`src/rtl/count_sequencer_pkg.sv`:
```
// Shared types and default sizing for the count sequencer and its watchdog.
package count_sequencer_pkg;

    localparam int unsigned DEF_ROUND_W = 4;
    localparam int unsigned DEF_TIMEOUT = 15;

    typedef enum logic [2:0] {
        S_IDLE  = 3'd0,
        S_CLEAR = 3'd1,
        S_COUNT = 3'd2,
        S_DONE  = 3'd3,
        S_ERR   = 3'd4
    } seq_state_e;

endpackage

```
`src/rtl/count_sequencer_watchdog.sv`:
```
// Carry watchdog: counts enabled COUNT cycles and flags the cycle that reaches TIMEOUT.
module seq_watchdog
    import count_sequencer_pkg::*;
#(
    parameter int unsigned TIMEOUT = DEF_TIMEOUT
) (
    input  logic clock,
    input  logic reset,
    input  logic clr,
    input  logic en,
    output logic term
);

    localparam int unsigned CNT_W = $clog2(TIMEOUT + 1);

    logic [CNT_W-1:0] cnt;

    // Saturates at TIMEOUT so a carry that beats the timeout cannot wrap the count.
    always_ff @(posedge clock) begin
        if (reset || clr) begin
            cnt <= '0;
        end else if (en && (cnt != CNT_W'(TIMEOUT))) begin
            cnt <= cnt + CNT_W'(1);
        end
    end

    assign term = en && (cnt == CNT_W'(TIMEOUT - 1));

endmodule

```
`src/rtl/count_sequencer.sv`:
```
// Sequencer that clears and enables an external counter until a programmed number
// of carries has been collected, with a carry watchdog and abort.
module count_sequencer
    import count_sequencer_pkg::*;
#(
    parameter int unsigned ROUND_W = DEF_ROUND_W,
    parameter int unsigned TIMEOUT = DEF_TIMEOUT
) (
    input  logic               clock,
    input  logic               reset,
    input  logic               clkEN,
    input  logic               start,
    input  logic               abort,
    input  logic [ROUND_W-1:0] rounds,
    input  logic               co_in,
    output logic               cnt_en,
    output logic               cnt_clr,
    output logic               busy,
    output logic               done,
    output logic               err,
    output logic [ROUND_W-1:0] round_cnt
);

    seq_state_e         state;
    seq_state_e         state_nxt;
    logic [ROUND_W-1:0] rounds_q;
    logic [ROUND_W-1:0] round_inc;
    logic               co_q;
    logic               abort_clr_q;
    logic               take_start;
    logic               count_carry;
    logic               abort_go;
    logic               carry_edge;
    logic               wd_clr;
    logic               wd_en;
    logic               wd_term;

    assign carry_edge = co_in && !co_q;
    assign round_inc  = round_cnt + ROUND_W'(1);

    seq_watchdog #(
        .TIMEOUT (TIMEOUT)
    ) u_watchdog (
        .clock (clock),
        .reset (reset),
        .clr   (wd_clr),
        .en    (wd_en),
        .term  (wd_term)
    );

    always_ff @(posedge clock) begin
        if (reset) begin
            state <= S_IDLE;
        end else begin
            state <= state_nxt;
        end
    end

    // Next state and output decode; abort overrides every other transition.
    always_comb begin
        state_nxt   = state;
        take_start  = 1'b0;
        count_carry = 1'b0;
        abort_go    = 1'b0;
        cnt_en      = 1'b0;
        cnt_clr     = abort_clr_q;
        busy        = 1'b0;
        done        = 1'b0;
        err         = 1'b0;
        wd_clr      = 1'b0;
        wd_en       = 1'b0;

        unique case (state)
            S_IDLE: begin
                if (start && !abort) begin
                    take_start = 1'b1;
                    state_nxt  = (rounds == '0) ? S_DONE : S_CLEAR;
                end
            end
            S_CLEAR: begin
                cnt_clr   = 1'b1;
                busy      = 1'b1;
                wd_clr    = 1'b1;
                state_nxt = S_COUNT;
            end
            S_COUNT: begin
                cnt_en = clkEN;
                busy   = 1'b1;
                wd_en  = clkEN;
                if (carry_edge) begin
                    count_carry = 1'b1;
                    state_nxt   = (round_inc == rounds_q) ? S_DONE : S_CLEAR;
                end else if (wd_term) begin
                    state_nxt = S_ERR;
                end
            end
            S_DONE: begin
                done      = 1'b1;
                state_nxt = S_IDLE;
            end
            S_ERR: begin
                err       = 1'b1;
                state_nxt = S_ERR;
            end
            default: begin
                state_nxt = S_IDLE;
            end
        endcase

        if (abort && (state != S_IDLE)) begin
            abort_go    = 1'b1;
            count_carry = 1'b0;
            state_nxt   = S_IDLE;
        end
    end

    // Round bookkeeping, carry history and the post-abort clear pulse.
    always_ff @(posedge clock) begin
        if (reset) begin
            rounds_q    <= '0;
            round_cnt   <= '0;
            co_q        <= 1'b0;
            abort_clr_q <= 1'b0;
        end else begin
            co_q        <= co_in;
            abort_clr_q <= abort_go;
            if (take_start) begin
                rounds_q  <= rounds;
                round_cnt <= '0;
            end else if (count_carry) begin
                round_cnt <= round_inc;
            end
        end
    end

endmodule

```
`config.mk`:
```
export PLATFORM = sky130hd
export DESIGN_NAME = count_sequencer
export DESIGN_NICKNAME = d
export VERILOG_FILES = /design/src/rtl/count_sequencer_pkg.sv /design/src/rtl/count_sequencer_watchdog.sv /design/src/rtl/count_sequencer.sv
export SDC_FILE = /design/constraint.sdc
export NUM_CORES = 1
export LEC_CHECK = 0
export ABC_AREA = 1
export BUFFER_PORTS_ARGS = -buffer_cell sky130_fd_sc_hd__buf_4
export CORE_MARGIN = 10
export CORE_UTILIZATION = 30
export DETAILED_ROUTE_END_ITERATION = 10
export HOLD_SLACK_MARGIN = 0.08
export MAX_ROUTING_LAYER = met4
export PLACE_DENSITY_LB_ADDON = 0.08
export REMOVE_ABC_BUFFERS = 1
export SLEW_MARGIN = 40
export SYNTH_ARGS = -nofsm -noshare
export SYNTH_HDL_FRONTEND = slang
export SYNTH_HIERARCHICAL = 1
export SYNTH_SLANG_ARGS = --single-unit
export TNS_END_PERCENT = 50
```
`constraint.sdc`:
```
create_clock -name clock -period 1.4 [get_ports clock]
set_input_delay 0.35 -clock clock [delete_from_list [all_inputs] [get_ports clock]]
set_output_delay 0.35 -clock clock [all_outputs]
set_load 0.01 [all_outputs]
```
==> impl_results.md, run 1 <==
- Status: complete, but fails checks
- Failing checks: setup timing
- Slew Limit Fails: 0
- IO Port Bufs: 18
- CP Capture Type: output port
- Worst-Margin Slew: 0.215 ns
- Vias in the first global route: 921
- Final layout net count: 198
- DRT Pass-1 Iters: 4
- CTS tree: built
- Register area share after synthesis: 34.6%
- # setup viols final: 5
- CTS H-tree lvls: 1
- Largest area contributor in the netlist: dfxtp_1
- Syn_area_per_cell: 6.73 um^2
- Share of post-route cells with drive strength above 1: 38.6%
- Tcrit/Tclk final: 117%
- Unrepaired setup endpoints after global routing: true
- Total grt overflow: 0
- TritonCTS Sinks: 17
- Crit Path Max Fanout: 3
- Ant. Diodes: 0
- Number of synthesized flops with an enable pin: 0
- Starting Density: 31.7%
- Ys async rst share: 0%
- Largest net degree at the start of global routing: 10
- Crit path launch type: register
- Detail Placement HPWL: 1840 um
- Clock skew: 0.00566 ns
- Initial antenna violation count: 0
- Cell leakage power: 0.000624 uW
- Util after Layout: 45.8%
- WP buf/inv: 3
- Syn Std Cell Area: 982 um^2
- Cell Rows: 20
- Cell with the most instances after synthesis: nand2_1
- Vias/cell: 4.30
- WL final: 2380 um
- Top post-synthesis cells by count: nand2_1, inv_1, nor2_1
- FF/Latch Area: 347 um^2
- Via count: 981
- Hold_buf cts: 0
- Relative slew margins: 85.6%
- Iter 0 DRT Violations: 82
- Critical path class: register to output port
- Post-route DRC: 0
- Routability cong.: 0.758
- CTS root buffer: clkbuf_4
- Setup Slack @ Placement: -0.0242 ns
- Pwr Total: 1160 uW
- P&R area growth vs syn: 44.7%
- Final hold violations: 0
- Fmax: 613 MHz
- Synth top area cells: dfxtp_1, nand2_1, inv_1
- CTS max path bufs: 2
- Clk_lat worst skew: 0.29 ns
- Chip height: 77.2 um
- Final worst slack: -0.232 ns
- GRT Total Usage: 8.37%
- Post-synth top area share: 34.6%
- Mapped Cells: 146
- Tmin final: 1.63 ns
- Crit path max-delay family: flip-flops
- Clock Pin Slew Worst Setup and Hold Paths: 0.10 ns
- Area occupied by multi-input gates: 616 um^2
- Most used DFF post-synth: dfxtp_1
- Max Cap Viol: 0
- Worst path max stage delay: 0.37 ns
- Routed len/inst: 10.4 um
- Top Ports: 19
- VDD IR max: 0.519 mV
- Hold Path Class: input pin to register
- Crit-path cells: buf_4, nand3_4, inv_4, or2_4, buf_6
- Flops & latches, synth: 17
- Filler Cell Count: 349
- Post-synth cell types: 23
- Core area: 3100 um^2
- Die X: 77.2 um
- Num CTS Buffers: 3
- Pwr dens: 815 nW/um^2
- Crit-path slowest cell: dfxtp_4
- DIE AREA: 5960 um^2
- Required time of the critical path: 1.05 ns
- Synthesis warning total: 6
- Routed Antenna Nets: 0
- First-pass GRT wire length: 4020 um
- Worst path arrival time: 1.28 ns
report_power, final:
group          internal, uW  switching [uW]  total [uW]
clock                   111             152         263
combinational           177             190         367
sequential              511            17.0         528
total                   799             359        1160
metal layers:
layer / wire length [um] / track usage, %
met1: 1150 / 10.2
met2: 1120 / 12.4
met3: 88 / 2.45
met4: 21 / 3.83
met5: 0 / -
metrics by stage:
stage | TNS, ns | cells | cell area, um^2 | hold slack (ns)
6_report | -0.622 | 228 | 1420 | 0.265
5_1_grt | -1.29 | 228 | 1420 | 0.248
4_1_cts | -0.849 | 224 | 1350 | 0.249
3_5_place_dp | -0.0242 | 217 | 1240 | 0.466
3_3_place_gp | -0.0224 | 217 | 1240 | 0.461
2_1_floorplan | -0.437 | 146 | 982 | 0.421
cells by family after synthesis:
logic type / share of synthesized area (%)
AOI/OAI and AO/OA: 12.1
adders and majority gates: 3.82
buffers and inverters: 10.3
DFF: 34.7
and+or+nand+nor: 39.1
sequential cells by signal, summed over array words and instances (netlist names):
register	flops
co_q	1
state	3
round_cnt	4
rounds_q	4
u_watchdog/cnt	4
abort_clr_q	1
worst paths after layout:
check | startpoint | endpoint | slack (ns) | depth (start not counted)
setup / recovery | state[1] | busy | -0.23 | 5
hold / removal | co_in | co_q | 0.27 | 3
setup reg to reg | state[0] | state[1] | 0.01 | 12
hold reg to reg | rounds_q[2] | rounds_q[2] | 0.48 | 2
worst reg2reg max path, delay by kind of cell (launching register included):
family / cells / cell delay [ns]
AO/OA/AOI/OAI: 2 / 0.18
buffers and inverters: 4 / 0.32
flip-flops: 1 / 0.34
AND/OR/NAND/NOR: 6 / 0.48
cell type report:
| type | count | area share, % |
|---|---|---|
| inverter | 27 | 7.31 |
| tap | 44 | 3.87 |
| multi-input combinational | 102 | 43.3 |
| sequential | 17 | 24.4 |
| timing repair buffer | 34 | 19.3 |
| clock buffer | 4 | 1.85 |
cells in the final DEF (no fill, tap or decap), types with 3 or more instances in the layout:
cell type  instances
a21oi_1            7
nor2_1            20
inv_2              6
nand4_1            4
clkbuf_4           3
inv_1             20
nand2_2            5
nand3_1            6
buf_6              5
nand2_1           29
dfxtp_1           14
buf_4             29
o21ai_1            3
nor2_2             3
repair_timing:
item | CTS | global route
buffers inserted | 5 | 6
resized for setup | 17 | 14
hold endpoints to repair | 0 | 0
pin swaps | 2 | 2
setup endpoints to repair | 6 | 16
Note: power is estimated with default switching activity, not from simulation.
==> run 2: changes to the inputs <==
--- a/config.mk
+++ b/config.mk
@@ -5,7 +5,6 @@
 export SDC_FILE = /design/constraint.sdc
 export NUM_CORES = 1
 export LEC_CHECK = 0
-export ABC_AREA = 1
 export BUFFER_PORTS_ARGS = -buffer_cell sky130_fd_sc_hd__buf_4
 export CORE_MARGIN = 10
 export CORE_UTILIZATION = 30
==> constraint.sdc (replaced) <==
create_clock -name clock -period 2 [get_ports clock]
set_input_delay 0.5 -clock clock [delete_from_list [all_inputs] [get_ports clock]]
set_output_delay 0.5 -clock clock [all_outputs]
set_load 0.01 [all_outputs]
==> run 2 against run 1 <==
Effect of this change: global-route usage about the same; the run now ends clean; non-clock buffer count decreased by 9; wire length decreased by 3.2%.
==> impl_results.md, run 2 <==
- Die X: 76.6 um (was 77.2 um)
- Unrepaired setup endpoints after global routing: false (was true)
- Final layout net count: 142 (was 198)
- Number of synthesized flops with an enable pin: 0 (unchanged)
- Share of post-route cells with drive strength above 1: 29.7% (was 38.6%)
- Ant. Diodes: 0 (unchanged)
- Most used DFF post-synth: dfxtp_1 (unchanged)
- Post-synth top area share: 35.4% (was 34.6%)
- Clock Pin Slew Worst Setup and Hold Paths: 0.11 ns (was 0.10 ns)
- DIE AREA: 5870 um^2 (was 5960 um^2)
- WL final: 2310 um (was 2380 um)
- CP Capture Type: output port (unchanged)
- CTS max path bufs: 2 (unchanged)
- Most frequent cells in the layout: buf_4, dfxtp_1, nor2_1 (was nand2_1, buf_4, nor2_1, inv_1, dfxtp_1)
- Fmax: 526 MHz
- Core area: 3050 um^2 (was 3100 um^2)
- Starting Density: 31.5% (was 31.7%)
- Largest area contributor in the netlist: dfxtp_1 (unchanged)
- Register area share after synthesis: 35.4% (was 34.6%)
- Most common cell after layout, fill and taps aside: buf_4
- WP buf/inv: 2 (was 3)
- WHS: 0.431 ns (was 0.265 ns)
- Syn_area_per_cell: 9.34 um^2 (was 6.73 um^2)
- VDD IR max: 0.149 mV (was 0.519 mV)
- # setup viols final: 0 (was 5)
- Routed Antenna Nets: 0 (unchanged)
- Grt met2 use: 11.6% (was 12.4%)
- Total grt overflow: 0 (unchanged)
- Cell with the most instances after synthesis: dfxtp_1 (was nand2_1)
- Vias/cell: 4.67 (was 4.30)
- CTS root buffer: clkbuf_4 (unchanged)
- Top post-synthesis cells by count: dfxtp_1, nor2_1, nor3b_1, xnor2_1 (was nand2_1, inv_1, nor2_1)
- Clk_lat worst skew: 0.30 ns (was 0.29 ns)
- Final hold violations: 0 (unchanged)
- Required time of the critical path: 1.50 ns (was 1.05 ns)
- Relative slew margins: 71.2% (was 85.6%)
- Post-route DRC: 0 (unchanged)
- M1 GR Usage: 11.3% (was 10.2%)
- Crit path max-delay family: simple AND/OR/NAND/NOR gates (was flip-flops)
- Synthesis warning total: 6 (unchanged)
- Initial antenna violation count: 0 (unchanged)
- Top Ports: 19 (unchanged)
- Post-synth cell types: 36 (was 23)
- Hold_buf cts: 0 (unchanged)
- GR peak layer: met2 (unchanged)
- Hold Path Class: input pin to register (unchanged)
- Via count: 803 (was 981)
- First-pass GRT wire length: 4030 um (was 4020 um)
- Worst path arrival time: 1.40 ns (was 1.28 ns)
- Routability cong.: 0.748 (was 0.758)
- Slew Limit Fails: 0 (unchanged)
- Syn Std Cell Area: 962 um^2 (was 982 um^2)
- Worst-Margin Slew: 0.432 ns (was 0.215 ns)
- IO Port Bufs: 18 (unchanged)
- Critical path class: register to output port (unchanged)
- Cell leakage power: 0.000482 uW (was 0.000624 uW)
- GR Util met3: 2.12% (was 2.45%)
- Synth top area cells: dfxtp_1, xnor2_1, mux2i_1 (was dfxtp_1, nand2_1, inv_1)
- Num CTS Buffers: 3 (unchanged)
- TritonCTS Sinks: 17 (unchanged)
- Largest net degree at the start of global routing: 15 (was 10)
- Area after DPL: 1170 um^2 (was 1240 um^2)
- Flops & latches, synth: 17 (unchanged)
- Post-route design area: 1200 um^2 (was 1420 um^2)
- Max Cap Viol: 0 (unchanged)
- Status: completed (was complete, but fails checks)
- Detail Placement HPWL: 1760 um (was 1840 um)
- Routed len/inst: 13.4 um (was 10.4 um)
- Ys async rst share: 0% (unchanged)
- Mapped Cells: 103 (was 146)
- Iter 0 DRT Violations: 26 (was 82)
- GRT Total Usage: 8.34% (was 8.37%)
- Cell Rows: 20 (unchanged)
- P&R area growth vs syn: 25.1% (was 44.7%)
- Tcrit/Tclk final: 95.0%
- Crit-path slowest cell: or3b_4 (was dfxtp_4)
- Crit path launch type: register (unchanged)
- Pwr dens: 518 nW/um^2 (was 815 nW/um^2)
- Crit-path cells: or3b_4, nor2_2, buf_4, buf_4 (was buf_4, nand3_4, inv_4, or2_4, buf_6)
- Filler Cell Count: 330 (was 349)
- Crit Path Max Fanout: 8 (was 3)
- Vias in the first global route: 815 (was 921)
- Worst path max stage delay: 0.38 ns (was 0.37 ns)
- Biggest regs: round_cnt (4), rounds_q (4), u_watchdog/cnt (4) (unchanged)
- CTS H-tree lvls: 1 (unchanged)
- CTS tree: built (unchanged)
- Tmin final: 1.90 ns
- DRT Pass-1 Iters: 4 (unchanged)
- Clock skew: 0.0111 ns (was 0.00566 ns)
- Chip height: 76.6 um (was 77.2 um)
- Worst path most repeated cell: buf_4
[run 2: changes by cell type in the layout (fill, tap and decap cells not counted), moves of 4 or more]
| cell | change |
|---|---|
| nand2_1 | -27 |
| inv_1 | -16 |
| nor2_1 | -8 |
| inv_2 | -6 |
| nor3b_1 | +6 |
| xnor2_1 | +6 |
| buf_6 | -5 |
| mux2i_1 | +5 |
| nand2_2 | -5 |
| buf_4 | -4 |
| nand3_1 | -4 |
| nor4_1 | +4 |
[run 2: cell families after synthesis]
group                    share of synthesized area, %
XOR/XNOR                                         7.28
AND/OR/NAND/NOR                                  35.0
AO/OA/AOI/OAI                                    7.41
flip-flops                                       35.4
buffers and inverters                            4.68
adder cells (fa/ha/maj)                          3.90
multiplexers                                     6.37
[run 2: metal layers]
metal / wire length, um / up-vias
met3: 66 / 2
met1: 1230 / 365
li1: - / 420
met2: 1000 / 16
met5: 0 / -
met4: 11 / 0
[run 2: metrics by stage]
step	cells	TNS [ns]	setup WS, ns	total power [uW]	utilization, %
after detailed placement	167	0	0.288	440	38.2
after global routing	172	0	0.00729	659	39.4
final	172	0	0.0990	624	39.4
after CTS	171	0	0.0141	631	39.2
after floorplan	99	-0.127	-0.127	398	-
after global placement	167	0	0.326	440	38.2
[run 2: power by group]
| group | internal, uW | switching [uW] | total [uW] |
|---|---|---|---|
| clock network | 77.6 | 115 | 192 |
| logic | 39.7 | 42.0 | 81.6 |
| registers | 346 | 4.38 | 350 |
| total | 463 | 161 | 624 |
[run 2: path summary, 6_finish.rpt]
| check | start | endpoint | slack [ns] | depth (start not counted) |
|---|---|---|---|---|
| setup / recovery | state[0] | cnt_en | 0.1 | 4 |
| hold / removal | co_in | co_q | 0.43 | 2 |
| setup reg to reg | state[0] | state[2] | 0.37 | 6 |
| hold reg to reg | rounds_q[3] | rounds_q[3] | 0.54 | 2 |
[run 2: timing repair]
item | in CTS | in global routing
setup buffers | 0 | 1
gates resized for setup | 1 | 0
setup endpoints to repair | 1 | 1
[run 2: final cells by class]
| class | count | area [um^2] | area share (%) |
|---|---|---|---|
| Timing Repair Buffer | 25 | 188 | 15.6 |
| Sequential cell | 17 | 340 | 28.3 |
| Clock buffer | 4 | 26.3 | 2.18 |
| Multi-Input combinational cell | 78 | 579 | 48.1 |
| Tap cell | 44 | 55.1 | 4.57 |
| Inverter | 4 | 15.0 | 1.25 |
==> run 3: changes to the inputs <==
--- a/config.mk
+++ b/config.mk
@@ -9,7 +9,7 @@
 export CORE_MARGIN = 10
 export CORE_UTILIZATION = 30
 export DETAILED_ROUTE_END_ITERATION = 10
-export HOLD_SLACK_MARGIN = 0.08
+export HOLD_SLACK_MARGIN = 0.05
 export MAX_ROUTING_LAYER = met4
 export PLACE_DENSITY_LB_ADDON = 0.08
 export REMOVE_ABC_BUFFERS = 1
==> constraint.sdc (replaced) <==
create_clock -name clock -period 2 [get_ports clock]
set_input_delay 0 -clock clock [delete_from_list [all_inputs] [get_ports clock]]
set_output_delay 0 -clock clock [all_outputs]
set_load 0.01 [all_outputs]
==> run 3 against run 2 <==
Effect of this change: final area rose by 10%; clock-buffer cell count stayed put; sequential cell count stayed put; critical endpoint is now rounds_q[2].
==> impl_results.md, run 3 (synthesized netlist as in run 2, its figures left out) <==
- Clk_lat worst skew: 0.29 ns (was 0.30 ns)
- Setup TNS: 0 ns (unchanged)
- Relative slew margins: 71.4% (was 71.2%)
- Largest net degree at the start of global routing: 15 (unchanged)
- Tcrit/Tclk final: 90.3% (was 95.0%)
- Cell count of the worst reg-to-reg path: 7 (was 6)
- DRT Pass-1 Iters: 3 (was 4)
- Core area: 3050 um^2 (unchanged)
- Via count: 847 (was 803)
- Routability cong.: 0.781 (was 0.748)
- Crit Path Max Fanout: 9 (was 8)
- Unrepaired setup endpoints after global routing: false (unchanged)
- Setup Slack @ Placement: 0.277 ns (was 0.288 ns)
- Vias in the first global route: 844 (was 815)
- Tmin final: 1.81 ns (was 1.90 ns)
- Crit path max-delay family: buffers and inverters (was simple AND/OR/NAND/NOR gates)
- Filler Cell Count: 327 (was 330)
- Worst-Margin Slew: 0.428 ns (was 0.432 ns)
- Ant. Diodes: 0 (unchanged)
- Most frequent cells in the layout: buf_4, dfxtp_1, nor2_1 (unchanged)
- # setup viols final: 0 (unchanged)
- Most common cell after layout, fill and taps aside: buf_4 (unchanged)
- Worst path most repeated cell: buf_4 (unchanged)
- Share of post-route cells with drive strength above 1: 27.1% (was 29.7%)
- CTS max path bufs: 2 (unchanged)
- Chip height: 76.6 um (unchanged)
- Post-route DRC: 0 (unchanged)
- Routed Antenna Nets: 0 (unchanged)
- Worst reg2reg setup slack: 0.19 ns (was 0.37 ns)
- Required time of the critical path: 2.19 ns (was 1.50 ns)
- Biggest regs: round_cnt (4), rounds_q (4), u_watchdog/cnt (4) (unchanged)
- WL final: 2310 um (about the same)
- FF/Latch Area: 340 um^2 (unchanged)
- Starting Density: 31.5% (unchanged)
- Top Ports: 19 (unchanged)
- Endpoint, Worst Hold: state[0] (was co_q)
- Cell leakage power: 0.000544 uW (was 0.000482 uW)
- Slew Limit Fails: 0 (unchanged)
- Cell Rows: 20 (unchanged)
- Detail Placement HPWL: 1720 um (was 1760 um)
- Pwr dens: 481 nW/um^2 (was 518 nW/um^2)
- CTS root buffer: clkbuf_4 (unchanged)
- Crit-path slowest cell: dlygate4sd3_1 (was or3b_4)
- VDD IR max: 0.181 mV (was 0.149 mV)
- Initial antenna violation count: 0 (unchanged)
- Status: completed (unchanged)
- Clock skew: 0.000939 ns (was 0.0111 ns)
- Hold depth: 3 (was 2)
- Reg2reg end: rounds_q[2] (was state[2])
- Worst r2r src: state[2] (was state[0])
- IO Port Bufs: 18 (unchanged)
- Final layout net count: 154 (was 142)
- Final hold violations: 0 (unchanged)
- Routed len/inst: 12.5 um (was 13.4 um)
- DIE AREA: 5870 um^2 (unchanged)
- Pwr Total: 638 uW (was 624 uW)
- Total grt overflow: 0 (unchanged)
- Final worst slack: 0.194 ns (was 0.0990 ns)
- CTS H-tree lvls: 1 (unchanged)
- GRT Total Usage: 8.38% (was 8.34%)
- Worst path arrival time: 1.99 ns (was 1.40 ns)
- Hold Path Class: input pin to register (unchanged)
- TritonCTS Sinks: 17 (unchanged)
- Critical path class: register to register (was register to output port)
- Crit-path cells: buf_4, nor3_2, nand3b_1, buf_4, mux2i_1, nor2_1, dlygate4sd3_1 (was or3b_4, nor2_2, buf_4, buf_4)
- CP Capture Type: register (was output port)
- Crit path launch type: register (unchanged)
- Clock Pin Slew Worst Setup and Hold Paths: 0.10 ns (was 0.11 ns)
- Num CTS Buffers: 3 (unchanged)
- Iter 0 DRT Violations: 41 (was 26)
- Area occupied by multi-input gates: 582 um^2 (was 579 um^2)
- Worst path max stage delay: 0.55 ns (was 0.38 ns)
- WP buf/inv: 3 (was 2)
- WHS: 0.0738 ns (was 0.431 ns)
- First-pass GRT wire length: 4010 um (was 4030 um)
- CTS tree: built (unchanged)
- Max Cap Viol: 0 (unchanged)
- Vias/cell: 4.60 (was 4.67)
- Die X: 76.6 um (unchanged)
- P&R area growth vs syn: 37.8% (was 25.1%)
- Hold Path Origin: start (was co_in)
- Fmax: 554 MHz (was 526 MHz)
run 3: power by group:
part           switching, uW  internal, uW
sequential              4.23           346
combinational           45.2          55.8
clock                    110          77.7
run 3: timing repair:
item | in CTS | in global routing
gates resized for setup | 0 | 1
hold buffers | 12 | 0
hold endpoints to repair | 10 | 0
setup buffers | 0 | 1
endpoints found under the setup margin | 0 | 4
run 3: worst max path at each step:
stage | start | to | cells after the start
CTS | state[2] | rounds_q[2] | 6
global route | state[2] | rounds_q[0] | 7
floorplan | state[1] | state[2] | 6
finish | state[2] | rounds_q[2] | 7
detailed placement | state[2] | state[2] | 6
global placement | state[2] | state[2] | 6
run 3: area by class of cell:
cell class,instances,area share (%)
multi-input combinational,78,43.9
sequential,17,25.7
timing repair buffer,37,23.2
tap,44,4.15
clock buffer,4,1.98
inverter,4,1.13
run 3: through the flow:
step	instance area, um^2	cells	util, %
final	1330	184	43.4
after global routing	1330	184	43.4
after CTS	1310	183	43.0
after detailed placement	1170	167	38.2
after global placement	1170	167	38.2
after floorplan	932	99	-
run 3: tightest hold or removal path, stage by stage:
cell	delay, ns
buf_4	0.12
a21oi_1	0.15
nor4b_1	0.06
run 3: per-layer routing:
layer	part of all wire (%)	GRT usage (%)	up-vias
met5	0	-	-
met4	1.4	3.90	0
met1	53	11.0	383
li1	-	-	446
met3	3.5	2.00	4
met2	42	11.6	14
